`config.mk`:
```
export PLATFORM = sky130hd
export DESIGN_NAME = nq_lru_controller
export DESIGN_NICKNAME = d
export VERILOG_FILES = /design/src/rtl/nq_defs_pkg.sv /design/src/rtl/nq_tag_cam.sv /design/src/rtl/nq_lru_controller.sv
export SDC_FILE = /design/constraint.sdc
export NUM_CORES = 1
export LEC_CHECK = 0
export ABC_AREA = 1
export BUFFER_PORTS_ARGS = -buffer_cell sky130_fd_sc_hd__buf_2
export CORE_ASPECT_RATIO = 1.5
export CORE_UTILIZATION = 40
export CTS_CLUSTER_DIAMETER = 80
export DETAILED_ROUTE_END_ITERATION = 8
export SKIP_LAST_GASP = 1
export SLEW_MARGIN = 20
export SYNTH_ARGS = -nofsm -noshare
export SYNTH_HDL_FRONTEND = slang
export SYNTH_SLANG_ARGS = --single-unit
export TNS_END_PERCENT = 1
```
`constraint.sdc`:
```
create_clock -name clock -period 5.3 [get_ports clock]
set_input_delay 0 -clock clock [delete_from_list [all_inputs] [get_ports clock]]
set_output_delay 0 -clock clock [all_outputs]
set_load 0.1 [all_outputs]
```
`src/rtl/nq_defs_pkg.sv`:
```
// Shared NaughtyQ definitions: command encoding and controller state type.
package nq_defs;

  localparam int NQ_COMMAND_WIDTH = 1;

  typedef enum logic [NQ_COMMAND_WIDTH:0] {
    NQ_NOP        = 2'd0,
    NQ_ENLIST     = 2'd1,
    NQ_BACKOFQUEU = 2'd2,
    NQ_READDATA   = 2'd3
  } nq_cmd_e;

  typedef enum logic [2:0] {
    S_IDLE,
    S_CAM,
    S_ISSUE,
    S_RELEASE,
    S_RESPOND,
    S_ERROR
  } nq_state_e;

endpackage

```
`src/rtl/nq_tag_cam.sv`:
```
// Tag table: one key + valid bit per queue index, fully associative compare.
module nq_tag_cam #(
  parameter int IDX_WIDTH = 3,
  parameter int KEY_WIDTH = 8
) (
  input  logic                      clock,
  input  logic                      reset,
  input  logic                      i_wr_en,
  input  logic [IDX_WIDTH-1:0]      i_wr_idx,
  input  logic [KEY_WIDTH-1:0]      i_wr_key,
  input  logic                      i_wr_valid,
  input  logic [KEY_WIDTH-1:0]      i_cmp_key,
  output logic                      o_match,
  output logic [IDX_WIDTH-1:0]      o_hit_idx,
  output logic [(1<<IDX_WIDTH)-1:0] o_valid
);
  localparam int N = 1 << IDX_WIDTH;

  logic [N-1:0]                r_valid;
  logic [N-1:0][KEY_WIDTH-1:0] r_keys;
  logic [N-1:0]                w_eq;

  for (genvar g = 0; g < N; g++) begin : g_cmp
    assign w_eq[g] = r_valid[g] && (r_keys[g] == i_cmp_key);
  end

  // Lowest index wins, although a key is never held twice.
  always_comb begin
    o_hit_idx = '0;
    for (int i = N - 1; i >= 0; i--) begin
      if (w_eq[i]) o_hit_idx = IDX_WIDTH'(i);
    end
  end

  assign o_match = |w_eq;
  assign o_valid = r_valid;

  always_ff @(posedge clock) begin
    if (reset) begin
      r_valid <= '0;
      r_keys  <= '0;
    end else if (i_wr_en) begin
      r_valid[i_wr_idx] <= i_wr_valid;
      if (i_wr_valid) r_keys[i_wr_idx] <= i_wr_key;
    end
  end

endmodule

```
`src/rtl/nq_lru_controller.sv`:
```
// LRU key/value cache controller that sequences commands into one NaughtyQ.
module nq_lru_controller
  import nq_defs::*;
#(
  parameter int IDX_WIDTH   = 3,
  parameter int KEY_WIDTH   = 8,
  parameter int VALUE_WIDTH = 8,
  parameter int TIMEOUT     = 16
) (
  input  logic                             clock,
  input  logic                             reset,
  input  logic                             req_valid,
  output logic                             req_ready,
  input  logic                             req_op,
  input  logic [KEY_WIDTH-1:0]             req_key,
  input  logic [VALUE_WIDTH-1:0]           req_value,
  output logic                             resp_valid,
  output logic                             resp_hit,
  output logic [VALUE_WIDTH-1:0]           resp_value,
  output logic [IDX_WIDTH-1:0]             resp_idx,
  output logic                             resp_evict_valid,
  output logic [KEY_WIDTH-1:0]             resp_evict_key,
  output logic [VALUE_WIDTH-1:0]           resp_evict_value,
  output logic                             error,
  output logic [NQ_COMMAND_WIDTH:0]        nq_command,
  output logic                             nq_enable,
  output logic [IDX_WIDTH-1:0]             nq_idx,
  output logic [KEY_WIDTH+VALUE_WIDTH-1:0] nq_data,
  input  logic                             nq_ready,
  input  logic                             nq_crashed,
  input  logic [IDX_WIDTH-1:0]             nq_idx_ret,
  input  logic [KEY_WIDTH+VALUE_WIDTH-1:0] nq_data_ret
);
  localparam int N   = 1 << IDX_WIDTH;
  localparam int DW  = KEY_WIDTH + VALUE_WIDTH;
  localparam int WDW = $clog2(TIMEOUT + 1);
  localparam logic [WDW-1:0] WD_LAST = WDW'(TIMEOUT - 1);
  // Queue data packing: key in the MSBs, value in the LSBs.
  localparam int KEY_LSB = VALUE_WIDTH;
  localparam int KEY_MSB = DW - 1;
  localparam int VAL_MSB = VALUE_WIDTH - 1;

  nq_state_e              r_state;
  nq_cmd_e                r_step;
  nq_cmd_e                r_cmd;
  logic                   r_op;
  logic [KEY_WIDTH-1:0]   r_key;
  logic [VALUE_WIDTH-1:0] r_value;
  logic [WDW-1:0]         r_wd;
  logic [IDX_WIDTH-1:0]   r_hit_idx;
  logic                   r_lu_hit;
  logic                   r_evict_v;
  logic [IDX_WIDTH-1:0]   r_ret_idx;
  logic [DW-1:0]          r_ret_data;
  logic                   r_enable;
  logic [IDX_WIDTH-1:0]   r_nq_idx;
  logic [DW-1:0]          r_nq_data;
  logic                   r_error;
  logic                   r_resp_valid;
  logic                   r_resp_hit;
  logic [VALUE_WIDTH-1:0] r_resp_value;
  logic [IDX_WIDTH-1:0]   r_resp_idx;
  logic                   r_resp_ev;
  logic [KEY_WIDTH-1:0]   r_resp_ek;
  logic [VALUE_WIDTH-1:0] r_resp_evv;

  logic                   w_accept;
  logic [KEY_WIDTH-1:0]   w_cam_key;
  logic                   w_match;
  logic [IDX_WIDTH-1:0]   w_hit_idx;
  logic [N-1:0]           w_valid;
  logic                   w_wr_en;
  logic [IDX_WIDTH-1:0]   w_wr_idx;
  logic [KEY_WIDTH-1:0]   w_wr_key;
  logic                   w_wr_valid;
  logic                   w_enlist_done;

  assign req_ready = (r_state == S_IDLE) && !r_error && !reset;
  assign w_accept  = req_valid && req_ready && !nq_crashed;
  // In IDLE the CAM looks at the incoming key so a re-insert can drop its old tag on accept.
  assign w_cam_key = (r_state == S_IDLE) ? req_key : r_key;
  assign w_enlist_done = (r_state == S_ISSUE) && nq_ready && !nq_crashed && (r_step == NQ_ENLIST);

  always_comb begin
    w_wr_en    = 1'b0;
    w_wr_idx   = '0;
    w_wr_key   = '0;
    w_wr_valid = 1'b0;
    if (w_accept && req_op && w_match) begin
      w_wr_en  = 1'b1;
      w_wr_idx = w_hit_idx;
      w_wr_key = req_key;
    end else if (w_enlist_done) begin
      w_wr_en    = 1'b1;
      w_wr_idx   = nq_idx_ret;
      w_wr_key   = r_key;
      w_wr_valid = 1'b1;
    end
  end

  nq_tag_cam #(
    .IDX_WIDTH (IDX_WIDTH),
    .KEY_WIDTH (KEY_WIDTH)
  ) u_cam (
    .clock      (clock),
    .reset      (reset),
    .i_wr_en    (w_wr_en),
    .i_wr_idx   (w_wr_idx),
    .i_wr_key   (w_wr_key),
    .i_wr_valid (w_wr_valid),
    .i_cmp_key  (w_cam_key),
    .o_match    (w_match),
    .o_hit_idx  (w_hit_idx),
    .o_valid    (w_valid)
  );

  always_ff @(posedge clock) begin
    if (reset) begin
      r_state      <= S_IDLE;
      r_step       <= NQ_NOP;
      r_cmd        <= NQ_NOP;
      r_op         <= 1'b0;
      r_key        <= '0;
      r_value      <= '0;
      r_wd         <= '0;
      r_hit_idx    <= '0;
      r_lu_hit     <= 1'b0;
      r_evict_v    <= 1'b0;
      r_ret_idx    <= '0;
      r_ret_data   <= '0;
      r_enable     <= 1'b0;
      r_nq_idx     <= '0;
      r_nq_data    <= '0;
      r_error      <= 1'b0;
      r_resp_valid <= 1'b0;
      r_resp_hit   <= 1'b0;
      r_resp_value <= '0;
      r_resp_idx   <= '0;
      r_resp_ev    <= 1'b0;
      r_resp_ek    <= '0;
      r_resp_evv   <= '0;
    end else begin
      r_resp_valid <= 1'b0;
      if (nq_crashed || r_state == S_ERROR) begin
        r_state  <= S_ERROR;
        r_error  <= 1'b1;
        r_enable <= 1'b0;
        r_cmd    <= NQ_NOP;
        r_wd     <= '0;
      end else begin
        case (r_state)
          S_IDLE: begin
            r_wd <= '0;
            if (w_accept) begin
              r_op    <= req_op;
              r_key   <= req_key;
              r_value <= req_value;
              r_state <= S_CAM;
            end
          end
          S_CAM: begin
            r_wd <= '0;
            if (r_op) begin
              r_step    <= NQ_ENLIST;
              r_cmd     <= NQ_ENLIST;
              r_nq_idx  <= '0;
              r_nq_data <= {r_key, r_value};
              r_enable  <= 1'b1;
              r_state   <= S_ISSUE;
            end else if (w_match) begin
              r_lu_hit  <= 1'b1;
              r_hit_idx <= w_hit_idx;
              r_step    <= NQ_BACKOFQUEU;
              r_cmd     <= NQ_BACKOFQUEU;
              r_nq_idx  <= w_hit_idx;
              r_nq_data <= '0;
              r_enable  <= 1'b1;
              r_state   <= S_ISSUE;
            end else begin
              r_lu_hit <= 1'b0;
              r_state  <= S_RESPOND;
            end
          end
          S_ISSUE: begin
            if (nq_ready) begin
              r_ret_idx  <= nq_idx_ret;
              r_ret_data <= nq_data_ret;
              if (r_step == NQ_ENLIST) r_evict_v <= w_valid[nq_idx_ret];
              r_enable   <= 1'b0;
              r_cmd      <= NQ_NOP;
              r_wd       <= '0;
              r_state    <= S_RELEASE;
            end else if (r_wd == WD_LAST) begin
              r_state  <= S_ERROR;
              r_error  <= 1'b1;
              r_enable <= 1'b0;
              r_cmd    <= NQ_NOP;
              r_wd     <= '0;
            end else begin
              r_wd <= r_wd + 1'b1;
            end
          end
          S_RELEASE: begin
            if (!nq_ready) begin
              r_wd <= '0;
              if (r_step == NQ_BACKOFQUEU) begin
                r_step   <= NQ_READDATA;
                r_cmd    <= NQ_READDATA;
                r_nq_idx <= r_hit_idx;
                r_enable <= 1'b1;
                r_state  <= S_ISSUE;
              end else begin
                r_state <= S_RESPOND;
              end
            end else if (r_wd == WD_LAST) begin
              r_state <= S_ERROR;
              r_error <= 1'b1;
              r_wd    <= '0;
            end else begin
              r_wd <= r_wd + 1'b1;
            end
          end
          S_RESPOND: begin
            r_wd         <= '0;
            r_resp_valid <= 1'b1;
            if (r_op) begin
              r_resp_hit <= 1'b0;
              r_resp_idx <= r_ret_idx;
              r_resp_ev  <= r_evict_v;
              r_resp_ek  <= r_ret_data[KEY_MSB:KEY_LSB];
              r_resp_evv <= r_ret_data[VAL_MSB:0];
            end else begin
              r_resp_hit <= r_lu_hit;
              r_resp_ev  <= 1'b0;
              if (r_lu_hit) begin
                r_resp_idx   <= r_hit_idx;
                r_resp_value <= r_ret_data[VAL_MSB:0];
              end
            end
            r_state <= S_IDLE;
          end
          default: r_state <= S_IDLE;
        endcase
      end
    end
  end

  assign resp_valid       = r_resp_valid;
  assign resp_hit         = r_resp_hit;
  assign resp_value       = r_resp_value;
  assign resp_idx         = r_resp_idx;
  assign resp_evict_valid = r_resp_ev;
  assign resp_evict_key   = r_resp_ek;
  assign resp_evict_value = r_resp_evv;
  assign error            = r_error;
  assign nq_command       = r_cmd;
  assign nq_enable        = r_enable;
  assign nq_idx           = r_nq_idx;
  assign nq_data          = r_nq_data;

endmodule

```
; Word-level counts from Yosys, hierarchy flattened
; Index checks and enable logic that the tools add are counted.
[word_totals]
latchBits = 0
mem_bits_ro = 0
mem_bits_rw = 0
wordCells = 179
regBits = 176
mem_count = 0
output_inout_bits = 54
[classes]
n_lt_le_gt_ge = 3
n_shift = 0
n_bitwise = 2
n_mux = 70
multipliers = 0
n_eq_ne = 24
n_reduce_logical = 46
div_mod_pow = 0
add_sub_neg = 1
[op_table]
columns = operator, n
row1 = 3-bit two-way mux, 24
row2 = 64-bit bitwise mux, 1
row3 = 8-bit equality test, 8
row4 = 16-bit two-way mux, 2
row5 = 8-bit two-way mux, 4
row6 = 8-bit demux with 3-bit select, 1
row7 = 3-bit AND reduction, 7
row8 = 1-bit two-way mux, 19
row9 = 1-bit logical AND, 18
row10 = 5-bit two-way mux, 3
row11 = 5-bit case mux with 3 select lines, 1
row12 = 2-bit two-way mux, 6
row13 = 3-bit case mux with 4 select lines, 1
row14 = 4-bit AND reduction, 3
row15 = 5-bit AND reduction, 2
row16 = "3-bit by 2-bit != test with 1-bit output, second input constant", 3
row17 = 3-bit nonzero test, 3
row18 = 8-bit bitwise mux, 1
row19 = "3-bit by 4-bit less-than comparator with 1-bit output, second input constant", 2
row20 = 8-bit OR reduction, 1
row21 = "3-bit by 2-bit equality test with 1-bit output, second input constant", 2
row22 = "3-bit equality test, second input constant", 2
row23 = "2-bit != test, second input constant", 3
row24 = "3-bit != test, second input constant", 2
row25 = 21 further kinds, 27

; Depth between registers and ports, before layout
; Gate-level depths: netlist (run 1).
[depth]
ltp_word = 18
mapped_depth = 24
depth_no_buf = 22

; By module
; From an unflattened synthesis (run 1), not the netlist that was laid out.
[unflattened]
cells_unflattened = 1163
area_unflattened_um2 = 8284.2
[by_module_without_submodules]
columns = module, instances, seq_area_each_um2, cells_each, area_each_um2
row1 = nq_lru_controller, 1, 2082.0, 638, 4553.1
row2 = nq_tag_cam, 1, 1441.4, 525, 3731.1

; Least setup slack after synthesis (run 1)
; OpenSTA, ideal clock, no wires.
[synth_timing]
kind = flip-flop to flip-flop
startpoint = reg r_error (netlist: error)
endpoint = reg u_cam.r_keys[25] (netlist name)
t_arrival_ns = 3.861
n_path_buf = 1
t_required_ns = 5.184
stages_incl_launch_ff = 14
path_slack_ns = 1.323
period_less_slack_ns = 3.977
path_cell_list = dfxtp_1 -> nor3_2 -> nand3_1 -> inv_2 -> nand2_1 -> inv_1 -> nand2_2 -> inv_1 -> nand3_1 -> nand2_4 -> nand3_2 -> buf_2 -> o21ai_0 -> nor2_1
[synth_between]
elab_chain_len = 13
elab_cells_between_ends = 18
[synth_lines]
columns = element, line
row1 = from (decl), nq_lru_controller.sv:58  ; logic r_error;
row2 = from (signal assigned), nq_lru_controller.sv:134  ; r_error <= 1'b0;
row3 = from (signal assigned), nq_lru_controller.sv:146  ; r_error <= 1'b1;
row4 = from (signal assigned), nq_lru_controller.sv:195  ; r_error <= 1'b1;
row5 = 1-bit zero test (*), nq_lru_controller.sv:78  ; assign req_ready = (r_state == S_IDLE) && !r_error && !reset;
row6 = 1-bit logical AND (*) (2 in a row), nq_lru_controller.sv:78
row7 = net req_ready, nq_lru_controller.sv:13  ; output logic req_ready,
row8 = 1-bit logical AND (*) (2 in a row), nq_lru_controller.sv:79  ; assign w_accept = req_valid && req_ready && !nq_crashed;
row9 = 1-bit logical AND (*) (2 in a row), nq_lru_controller.sv:89  ; if (w_accept && req_op && w_match) begin
row10 = 3-bit two-way mux, nq_lru_controller.sv:89
row11 = 3-bit by 4-bit less-than comparator with 1-bit output (implied by the code) or 3-bit by 1-bit >= comparator with 1-bit output (tied branches), nq_tag_cam.sv:44  ; if (i_wr_valid) r_keys[i_wr_idx] <= i_wr_key;
row12 = 1-bit logical AND (implied by the code), nq_tag_cam.sv:44
row13 = 8-bit two-way mux (implied by the code), nq_tag_cam.sv:44
row14 = 8-bit demux with 3-bit select, -
row15 = 64-bit bitwise mux, nq_tag_cam.sv:44
row16 = "to (signal, indexed assignment)", nq_tag_cam.sv:44
row17 = to (decl), nq_tag_cam.sv:20  ; logic [N-1:0][KEY_WIDTH-1:0] r_keys;
; The timed path passes the listed nets; every way through them passes the cells marked *.
; A chain may end at the register's enable or synchronous reset.

; Worst setup path in the final report (run 1)
[layout_timing]
startpoint = reg r_state[2]
endpoint = reg u_cam.r_keys[8] (netlist name)
[layout_between]
elab_chain_len = 18
elab_cells_between_ends = 51
[layout_lines]
columns = element, line
row1 = from (decl), nq_lru_controller.sv:43  ; nq_state_e r_state;
row2 = from (signal assigned), nq_lru_controller.sv:119  ; r_state <= S_IDLE;
row3 = from (signal assigned), nq_lru_controller.sv:145  ; r_state <= S_ERROR;
row4 = from (signal assigned), nq_lru_controller.sv:158  ; r_state <= S_CAM;
row5 = 3-bit zero test, "nq_lru_controller.sv:78, nq_lru_controller.sv:81"
row6 = 8-bit two-way mux, nq_lru_controller.sv:81  ; assign w_cam_key = (r_state == S_IDLE) ? req_key : r_key;
row7 = 8-bit equality test, nq_tag_cam.sv:24  ; assign w_eq[g] = r_valid[g] && (r_keys[g] == i_cmp_key);
row8 = 1-bit logical AND, nq_tag_cam.sv:24
row9 = 3-bit two-way mux (8 in a row), nq_tag_cam.sv:31  ; if (w_eq[i]) o_hit_idx = IDX_WIDTH'(i);
row10 = 3-bit two-way mux, nq_lru_controller.sv:89
row11 = 3-bit by 4-bit less-than comparator with 1-bit output (implied by the code) or 3-bit by 1-bit >= comparator with 1-bit output (tied branches), nq_tag_cam.sv:44
row12 = 1-bit logical AND (implied by the code), nq_tag_cam.sv:44
row13 = 8-bit two-way mux (implied by the code), nq_tag_cam.sv:44
row14 = 8-bit demux with 3-bit select, -
row15 = 64-bit bitwise mux, nq_tag_cam.sv:44
; Parallel ways exist; a longest one is shown, timed or not.

==> key figures, run 1 <==
Setup path
  – Critical setup path kind: reg -> reg
  – Endpoint of the worst-slack reg-to-reg timing path: u_cam.r_keys[8]
  – Critical path capture point type: flip-flop
  – Crit Path Max Fanout: 27
  – CP arrival: 4460 ps
  – Kind of start point of the critical path: flip-flop
  – R2r setup slk: 1180 ps
  – Required time of the critical path: 5640 ps
  – Number of cell instances on the worst register-to-register path: 14
  – Reg2reg start: r_state[2]

Route
  – Detailed Route WL: 28800 um
  – Post-route ant nets: 0
  – Via density per instance: 5.11
  – Count of vias placed by the detailed router: 9038
  – DRC violation total after the first TritonRoute iteration: 496
  – Wire length per cell: 16.3 um
  – DRC violations left: 0
  – Length of the first detailed-routing pass in iterations: 5

Placement
  – Port Buffer Count: 94
  – Weighted congestion at the end of routability-driven global placement: 0.958
  – Post-DP HPWL: 21100 um
  – Instance count after placement with tap cells included: 1703

Worst hold path
  – Min-Delay Path Class: in -> reg
  – Hold_sp: nq_crashed
  – Depth of the worst hold-timing path: 4
  – Capture endpoint of the worst hold path: resp_valid

Clocking
  – TritonCTS sink count: 176
  – CTS H-tree lvls: 4
  – Post-CTS setup repair buffer count: 0
  – Buffers from clock root to sink, at most: 2
  – Clock tree root buffer cell: sky130_fd_sc_hd__clkbuf_16
  – Clk_lat worst skew: 450 ps
  – Clock tree from TritonCTS: done
  – Cts bufs inserted: 17
  – CTS clk-pin slew, worst paths: 70 ps

Power and ir drop
  – Leak pwr: 4.87 nW
  – Maximum vdd ir drop: 0.235 mV
  – Power density cells: 288 nW/um^2

Synthesis
  – Post-synth design cell area: 8820 um^2
  – Fraction of registers with async set or reset after synthesis: 0
  – Number of warning messages in the yosys log: 0
  – Number of instances in the synthesized netlist: 1376
  – Primary FF master, synth: sky130_fd_sc_hd__dfxtp_1
  – Count of state elements after synthesis: 176
  – Proportion of synthesized chip area in sequential cells: 0.399
  – Number of distinct library cell variants in the gate-level netlist after synthesis: 38
  – Average instance area after synthesis: 6.41 um^2
  – Count of flip-flops with a built-in enable after synthesis: 0
  – Number of nets in the synthesized netlist: 1418

STA
  – Number of max-slew violations in the final report: 0
  – Measured slew at the worst slew-check pin: 1030 ps
  – Clock Skews: 9.38 ps
  – RSZ-0062 raised after global routing: false
  – Total setup violations reported at the end of the flow: 0
  – Hold violation count in the final report: 0
  – Period Utilization, post-route: 0.777
  – Min Tclk post-route: 4120 ps
  – Worst slew margin relative to its limit: 0.313
  – Setup_tns: 0 ps
  – Achievable clock frequency: 0.243 GHz

Final layout
  – Count of placed standard cells in the final layout, fillers left out: 1769
  – Footprint of the multi-input gates: 4440 um^2
  – Combined flip-flop and latch cell area: 3520 um^2
  – Area overhead of the layout relative to synthesis: 18.5%
  – Number of filler instances in the final layout: 2280
  – Share of final-layout standard cells stronger than drive strength 1: 0.119
  – Antenna diode count: 0
  – Number of nets in the layout: 1526

GRT
  – Via count of the first global-routing pass: 8565
  – Global route total overflow: 0
  – Antenna violations before repair: 0
  – GRT Total Usage: 0.263
  – Maximum number of pins on one net before global-route repair: 63
  – Wire length of the first global-routing pass: 45100 um

Run status
  – Run status: finished clean

Floorplan
  – Number of placed I/O pins: 95
  – Horizontal die dimension: 123 um
  – Vertical die dimension: 184 um
  – Initial cell density of the core: 0.408
  – Floorplan die area: 22700 um^2
  – Floorplan row count: 66
  – Core ar.: 21600 um^2

Flow run
  – # Max-Cap Violations: 0
==> cell usage after synthesis (2+ instances only) <==
| cell type | n | area [um^2] |
|---|---|---|
| sky130_fd_sc_hd__nand2_2 | 12 | 75.1 |
| sky130_fd_sc_hd__clkinv_1 | 2 | 7.51 |
| sky130_fd_sc_hd__nand3b_1 | 19 | 143 |
| sky130_fd_sc_hd__inv_2 | 4 | 15.0 |
| sky130_fd_sc_hd__dfxtp_1 | 176 | 3520 |
| sky130_fd_sc_hd__buf_6 | 2 | 22.5 |
| sky130_fd_sc_hd__o21ai_0 | 72 | 360 |
| sky130_fd_sc_hd__nand3_1 | 124 | 621 |
| sky130_fd_sc_hd__nor3_1 | 6 | 30.0 |
| sky130_fd_sc_hd__nand2_1 | 368 | 1380 |
| sky130_fd_sc_hd__nor2_2 | 4 | 25.0 |
| sky130_fd_sc_hd__nor3_2 | 2 | 20.0 |
| sky130_fd_sc_hd__xor2_1 | 9 | 78.8 |
| sky130_fd_sc_hd__o22ai_1 | 9 | 56.3 |
| sky130_fd_sc_hd__buf_4 | 2 | 15.0 |
| sky130_fd_sc_hd__nor2_1 | 218 | 818 |
| sky130_fd_sc_hd__nand3_2 | 4 | 40.0 |
| sky130_fd_sc_hd__buf_2 | 8 | 40.0 |
| sky130_fd_sc_hd__clkbuf_1 | 37 | 139 |
| sky130_fd_sc_hd__o21ai_1 | 5 | 25.0 |
| sky130_fd_sc_hd__a21oi_1 | 95 | 475 |
| sky130_fd_sc_hd__nand2_4 | 4 | 45.0 |
| sky130_fd_sc_hd__nor2_4 | 4 | 45.0 |
| sky130_fd_sc_hd__inv_1 | 165 | 619 |
| sky130_fd_sc_hd__o2111ai_1 | 2 | 17.5 |
| sky130_fd_sc_hd__buf_1 | 3 | 11.3 |
| sky130_fd_sc_hd__o211ai_1 | 2 | 15.0 |
| sky130_fd_sc_hd__a211oi_1 | 4 | 30.0 |
| sky130_fd_sc_hd__nand4_1 | 5 | 31.3 |
==> layout make-up <==
type | count | share of cell area
clock buffer | 18 | 0.0420
timing repair buffer | 141 | 0.0869
sequential | 176 | 0.337
tap | 272 | 0.0326
clock inverter | 14 | 0.0156
inverter | 171 | 0.0614
multi-input combinational | 977 | 0.425
==> what timing repair did <==
| item | CTS | global route |
|---|---|---|
| hold buffers | 34 | 0 |
| resized for setup | 0 | 0 |
| hold endpoints to repair | 35 | 0 |
| endpoints found under the setup margin | 0 | 0 |
==> critical path: stages (launching register included) <==
cell and delay (ps):
sky130_fd_sc_hd__dfxtp_1 370, sky130_fd_sc_hd__inv_2 310, sky130_fd_sc_hd__nand2_4 240, sky130_fd_sc_hd__nor3_2 260, sky130_fd_sc_hd__nand3_1 450, sky130_fd_sc_hd__inv_2 520
sky130_fd_sc_hd__nand2_1 210, sky130_fd_sc_hd__inv_1 110, sky130_fd_sc_hd__nand2_2 190, sky130_fd_sc_hd__inv_1 100, sky130_fd_sc_hd__nand3_1 170, sky130_fd_sc_hd__nand2_4 210
sky130_fd_sc_hd__nand3_1 420, sky130_fd_sc_hd__o21ai_0 370, sky130_fd_sc_hd__nor2_1 60
==> through the flow <==
| step | power (mW) | utilization | area [um^2] | hold WS, ps | setup slack [ps] |
|---|---|---|---|---|---|
| after CTS | 3.03 | 0.483 | 10500 | 15.5 | 1170 |
| final | 3.01 | 0.483 | 10500 | 36.9 | 1180 |
| after global placement | 1.70 | 0.440 | 9510 | 257 | 1120 |
| after detailed placement | 1.70 | 0.440 | 9510 | 256 | 1190 |
| after global routing | 3.12 | 0.483 | 10500 | 53.8 | 863 |
| after floorplan | 1.59 | - | 8820 | 167 | 1320 |
==> layer usage <==
metal,wire [um],GRT usage,vias up,part of all wire
li1,-,-,4559,-
met1,11300,0.286,4146,0.39
met2,14900,0.471,252,0.52
met3,1160,0.0468,81,0.040
met4,1440,0.150,0,0.050
met5,0,0,-,0
==> worst max-delay path by stage <==
stage          startpoint               end  slack [ps]  cells after the start
2_1_floorplan       error  u_cam.r_keys[25]        1320                     13
3_3_place_gp   r_state[2]   u_cam.r_keys[8]        1120                     14
3_5_place_dp   r_state[1]   u_cam.r_keys[8]        1190                     14
4_1_cts        r_state[1]   u_cam.r_keys[8]        1170                     14
5_1_grt        r_state[2]   u_cam.r_keys[8]         860                     14
6_report       r_state[2]   u_cam.r_keys[8]        1180                     14
==> cells by family after synthesis <==
family | share of synthesized area
xor gates and xnor gates | 0.00893
buffers and inverters | 0.0985
AOI/OAI and AO/OA | 0.118
and+or+nand+nor | 0.374
DFF | 0.399
adders and majority gates | 0.00142
==> placed cells by master, fill, tap and decap left out, drive strengths merged, types with 5 or more instances in the layout <==
| master | n |
|---|---|
| inv | 179 |
| nand3b | 19 |
| o22ai | 9 |
| clkbuf | 18 |
| buf | 107 |
| nor2 | 227 |
| dlygate4sd3 | 34 |
| dfxtp | 176 |
| nand3 | 128 |
| o21ai | 78 |
| a21oi | 95 |
| nor3 | 8 |
| xor2 | 9 |
| nand2 | 384 |
| nand4 | 5 |
==> sequential cells by signal (all words and copies together) (netlist names), 5 cells and up <==
register / flops
nq_data: 16
r_key: 8
r_ret_data: 16
r_value: 8
r_wd: 5
resp_evict_key: 8
resp_evict_value: 8
resp_value: 8
u_cam.o_valid: 8
u_cam.r_keys: 64
==> where the power goes <==
part	switching, mW	internal, mW	total [mW]
clock network	0.598	0.724	1.32
logic	0.250	0.101	0.351
registers	0.00930	1.33	1.34
total	0.858	2.16	3.01
Note: power is estimated with default switching activity, not from simulation.
==> inputs of run 2 (changes only) <==
Clock period 5.3 ns to 4.27 ns, I/O delays scaled along.
==> run 2 against run 1 <==
- clock skew increased by 3.0 ps
- sequential share of layout area decreased by 0.052 points
- final cell count increased by 0.23%
==> key figures, run 2 (synthesis results as in run 1) <==
Clocking
  – Clock tree from TritonCTS: done
  – TritonCTS sink count: 176 (unchanged)
  – CTS resizes: 0 (unchanged)
  – Buffers from clock root to sink, at most: 2 (unchanged)
  – Clk_lat worst skew: 450 ps (about the same)
  – CTS H-tree lvls: 4 (unchanged)
  – Cts bufs inserted: 17 (unchanged)
  – Clock tree root buffer cell: sky130_fd_sc_hd__clkbuf_16
  – CTS clk-pin slew, worst paths: 70 ps (about the same)
  – Hold_buf cts: 34 (unchanged)
  – Post-CTS setup repair buffer count: 0 (unchanged)

Setup path
  – Worst path depth: 20 (+6)
  – Slowest Stage Delay on Critical Path: 440 ps (-80 ps)
  – CP startpoint: r_state[1]
  – Buffer and inverter count on the worst path: 0 (-4)
  – Required time of the critical path: 4610 ps (-1030 ps)
  – Cell type with the highest occurrence count on the critical path: sky130_fd_sc_hd__nand2_1
  – Critical path cell sequence: nor2_8 -> nand2_4 -> nand2_2 -> nand2_1 -> nand2_1 -> nand2_1 -> nor2_1 -> nand2_1 -> nor2_1 -> nand2_1 -> nand2_1 -> nor2_2 -> nand2_1 -> nand2_2 -> nor2_2 -> nor2_4 -> nor2_2 -> nand3_1 -> o21ai_0 -> nor2_1
  – Cell family with most CP delay: simple AND/OR/NAND/NOR gates
  – Critical path capture point type: flip-flop
  – Worst path slowest cell: sky130_fd_sc_hd__nand3_1
  – Critical setup path kind: reg -> reg
  – CP arrival: 4240 ps (-220 ps)
  – Crit Path Max Fanout: 19 (-30%)
  – Reg2reg start: r_state[1]
  – Number of cell instances on the worst register-to-register path: 20 (+6)
  – Kind of start point of the critical path: flip-flop
  – Endpoint of the worst-slack reg-to-reg timing path: u_cam.r_keys[62]
  – Critical path destination: u_cam.r_keys[62]
  – R2r setup slk: 360 ps (-820 ps)

Worst hold path
  – Min-Delay Path Class: in -> reg
  – Depth of the worst hold-timing path: 3 (-1)
  – Hold_sp: req_key[2]

Power and ir drop
  – Combinational power share: 0.118 (about the same)
  – Maximum vdd ir drop: 0.276 mV (+17%)
  – Power density cells: 351 nW/um^2 (+22%)
  – Total chip power: 3.68 mW (+22%)
  – Leak pwr: 4.88 nW (about the same)
  – Net switching component of the power: 1.06 mW (+24%)
  – Clock power frac: 0.429 (-0.010)
  – Part of the total power dissipated in sequential elements: 0.452 (+0.007)
  – Cell internal power dissipation: 2.62 mW (+21%)
  – Switch share: 0.288 (+0.00362)

Route
  – Wl on met1: 11300 um (-0.17%)
  – Wire length per cell: 16.9 um (+3.5%)
  – Count of vias placed by the detailed router: 9035 (-0.033%)
  – Total length of routed met3 wires: 1220 um (+5.7%)
  – Met2 wire len: 15700 um (+5.6%)
  – DRC violation total after the first TritonRoute iteration: 472 (-4.8%)
  – Via density per instance: 5.10 (-0.26%)
  – Highest Signal Layer: met4
  – Length of the first detailed-routing pass in iterations: 5 (unchanged)
  – DRC violations left: 0 (unchanged)
  – Detailed Route WL: 29900 um (+3.7%)
  – Post-route ant nets: 0 (unchanged)

Run status
  – Run status: finished clean

GRT
  – GRT Total Usage: 0.275 (+0.0115)
  – Wire length of the first global-routing pass: 46600 um (+3.2%)
  – Global route total overflow: 0 (unchanged)
  – Maximum number of pins on one net before global-route repair: 60 (-4.8%)
  – Antenna violations before repair: 0 (unchanged)
  – Via count of the first global-routing pass: 8597 (+0.37%)

Final layout
  – Number of flip-flops in the largest register: 64 (unchanged)
  – Utilization of the core after routing: 0.484 (+0.000752)
  – Antenna diode count: 0 (unchanged)
  – Area overhead of the layout relative to synthesis: 18.6%
  – Most common library cell in the layout ignoring fill and taps: sky130_fd_sc_hd__nand2_1
  – Highest-count cells in the layout ignoring fill and taps: 368 x sky130_fd_sc_hd__nand2_1, 218 x sky130_fd_sc_hd__nor2_1, 176 x sky130_fd_sc_hd__dfxtp_1
  – Number of nets in the layout: 1530 (+0.26%)
  – Number of filler instances in the final layout: 2303 (+1.0%)
  – Count of placed standard cells in the final layout, fillers left out: 1773 (+0.23%)
  – Biggest register: u_cam.r_keys
  – Share of final-layout standard cells stronger than drive strength 1: 0.121 (+0.00235)

STA
  – Worst slew margin relative to its limit: 0.414 (+0.101)
  – Clock Skews: 12.3 ps (+2.96 ps)
  – RSZ-0062 raised after global routing: false
  – Total setup violations reported at the end of the flow: 0 (unchanged)
  – Min Tclk post-route: 3910 ps (-215 ps)
  – Number of max-slew violations in the final report: 0 (unchanged)
  – Measured slew at the worst slew-check pin: 879 ps (-151 ps)
  – Setup_tns: 0 ps (unchanged)
  – Achievable clock frequency: 0.256 GHz (+5.5%)
  – Period Utilization, post-route: 0.915 (+0.137)
  – Hold violation count in the final report: 0 (unchanged)
  – Setup slack after layout: 364 ps (-815 ps)

Floorplan
  – Number of placed I/O pins: 95 (unchanged)
  – Initial cell density of the core: 0.408 (unchanged)
  – Floorplan row count: 66 (unchanged)
  – Horizontal die dimension: 123 um (unchanged)
  – Core ar.: 21600 um^2 (unchanged)
  – Vertical die dimension: 184 um (unchanged)
  – Floorplan die area: 22700 um^2 (unchanged)

Placement
  – Post-DP HPWL: 22300 um (+5.4%)
  – Port Buffer Count: 94 (unchanged)
  – Post-placement worst setup slack: 411 ps (-775 ps)
  – Instance count after placement with tap cells included: 1707 (+0.23%)
  – Weighted congestion at the end of routability-driven global placement: 0.930 (-3.0%)

Flow run
  – # Max-Cap Violations: 0 (unchanged)
## run 2: changes by cell type in the layout (fill, tap and decap cells not counted)
cell	delta
sky130_fd_sc_hd__inv_6	-5
sky130_fd_sc_hd__buf_4	+4
sky130_fd_sc_hd__clkinv_4	+2
sky130_fd_sc_hd__clkinvlp_4	+2
sky130_fd_sc_hd__bufinv_16	-1
sky130_fd_sc_hd__clkinv_8	+1
sky130_fd_sc_hd__inv_8	+1
## run 2: worst min path at each step
stage                  to  slack (ps)
2_1_floorplan  r_value[0]         170
3_3_place_gp   r_value[3]         250
3_5_place_dp   r_value[3]         260
4_1_cts          r_key[2]           5
5_1_grt          r_key[2]          30
6_report         r_key[2]          30
## run 2: metal layers
metal / up-vias / global-route usage
met5: - / 0
met4: 0 / 0.156
met3: 81 / 0.0456
met2: 249 / 0.507
met1: 4140 / 0.287
li1: 4565 / -
## run 2: cell type report
type	count	area, um^2	area share
flip-flops and latches	176	3520	0.337
well taps	272	340	0.0325
repair buffers	145	938	0.0896
clock buffers	18	439	0.0419
multi-input cells	977	4440	0.424
clock inverters	14	149	0.0142
inverters	171	642	0.0613
## run 2: through the flow
stage / hold WS [ps] / area, um^2
after global routing: 32.7 / 10500
final: 29.7 / 10500
after detailed placement: 256 / 9540
after floorplan: 167 / 8820
after CTS: 5.06 / 10500
after global placement: 252 / 9540
## run 2: power groups by stage
| stage | clock network [mW] | logic (mW) | registers [mW] |
|---|---|---|---|
| after floorplan | 0 | 0.260 | 1.72 |
| after global placement | 0 | 0.408 | 1.70 |
| after detailed placement | 0 | 0.410 | 1.70 |
| after CTS | 1.60 | 0.434 | 1.66 |
| after global routing | 1.67 | 0.476 | 1.66 |
| final | 1.58 | 0.434 | 1.66 |
## run 2: worst reg2reg max path, delay by kind of cell (launching register included)
family | cells | cell delay (ps)
AOI/OAI and AO/OA | 1 | 330
DFF | 1 | 380
and+or+nand+nor | 19 | 3110
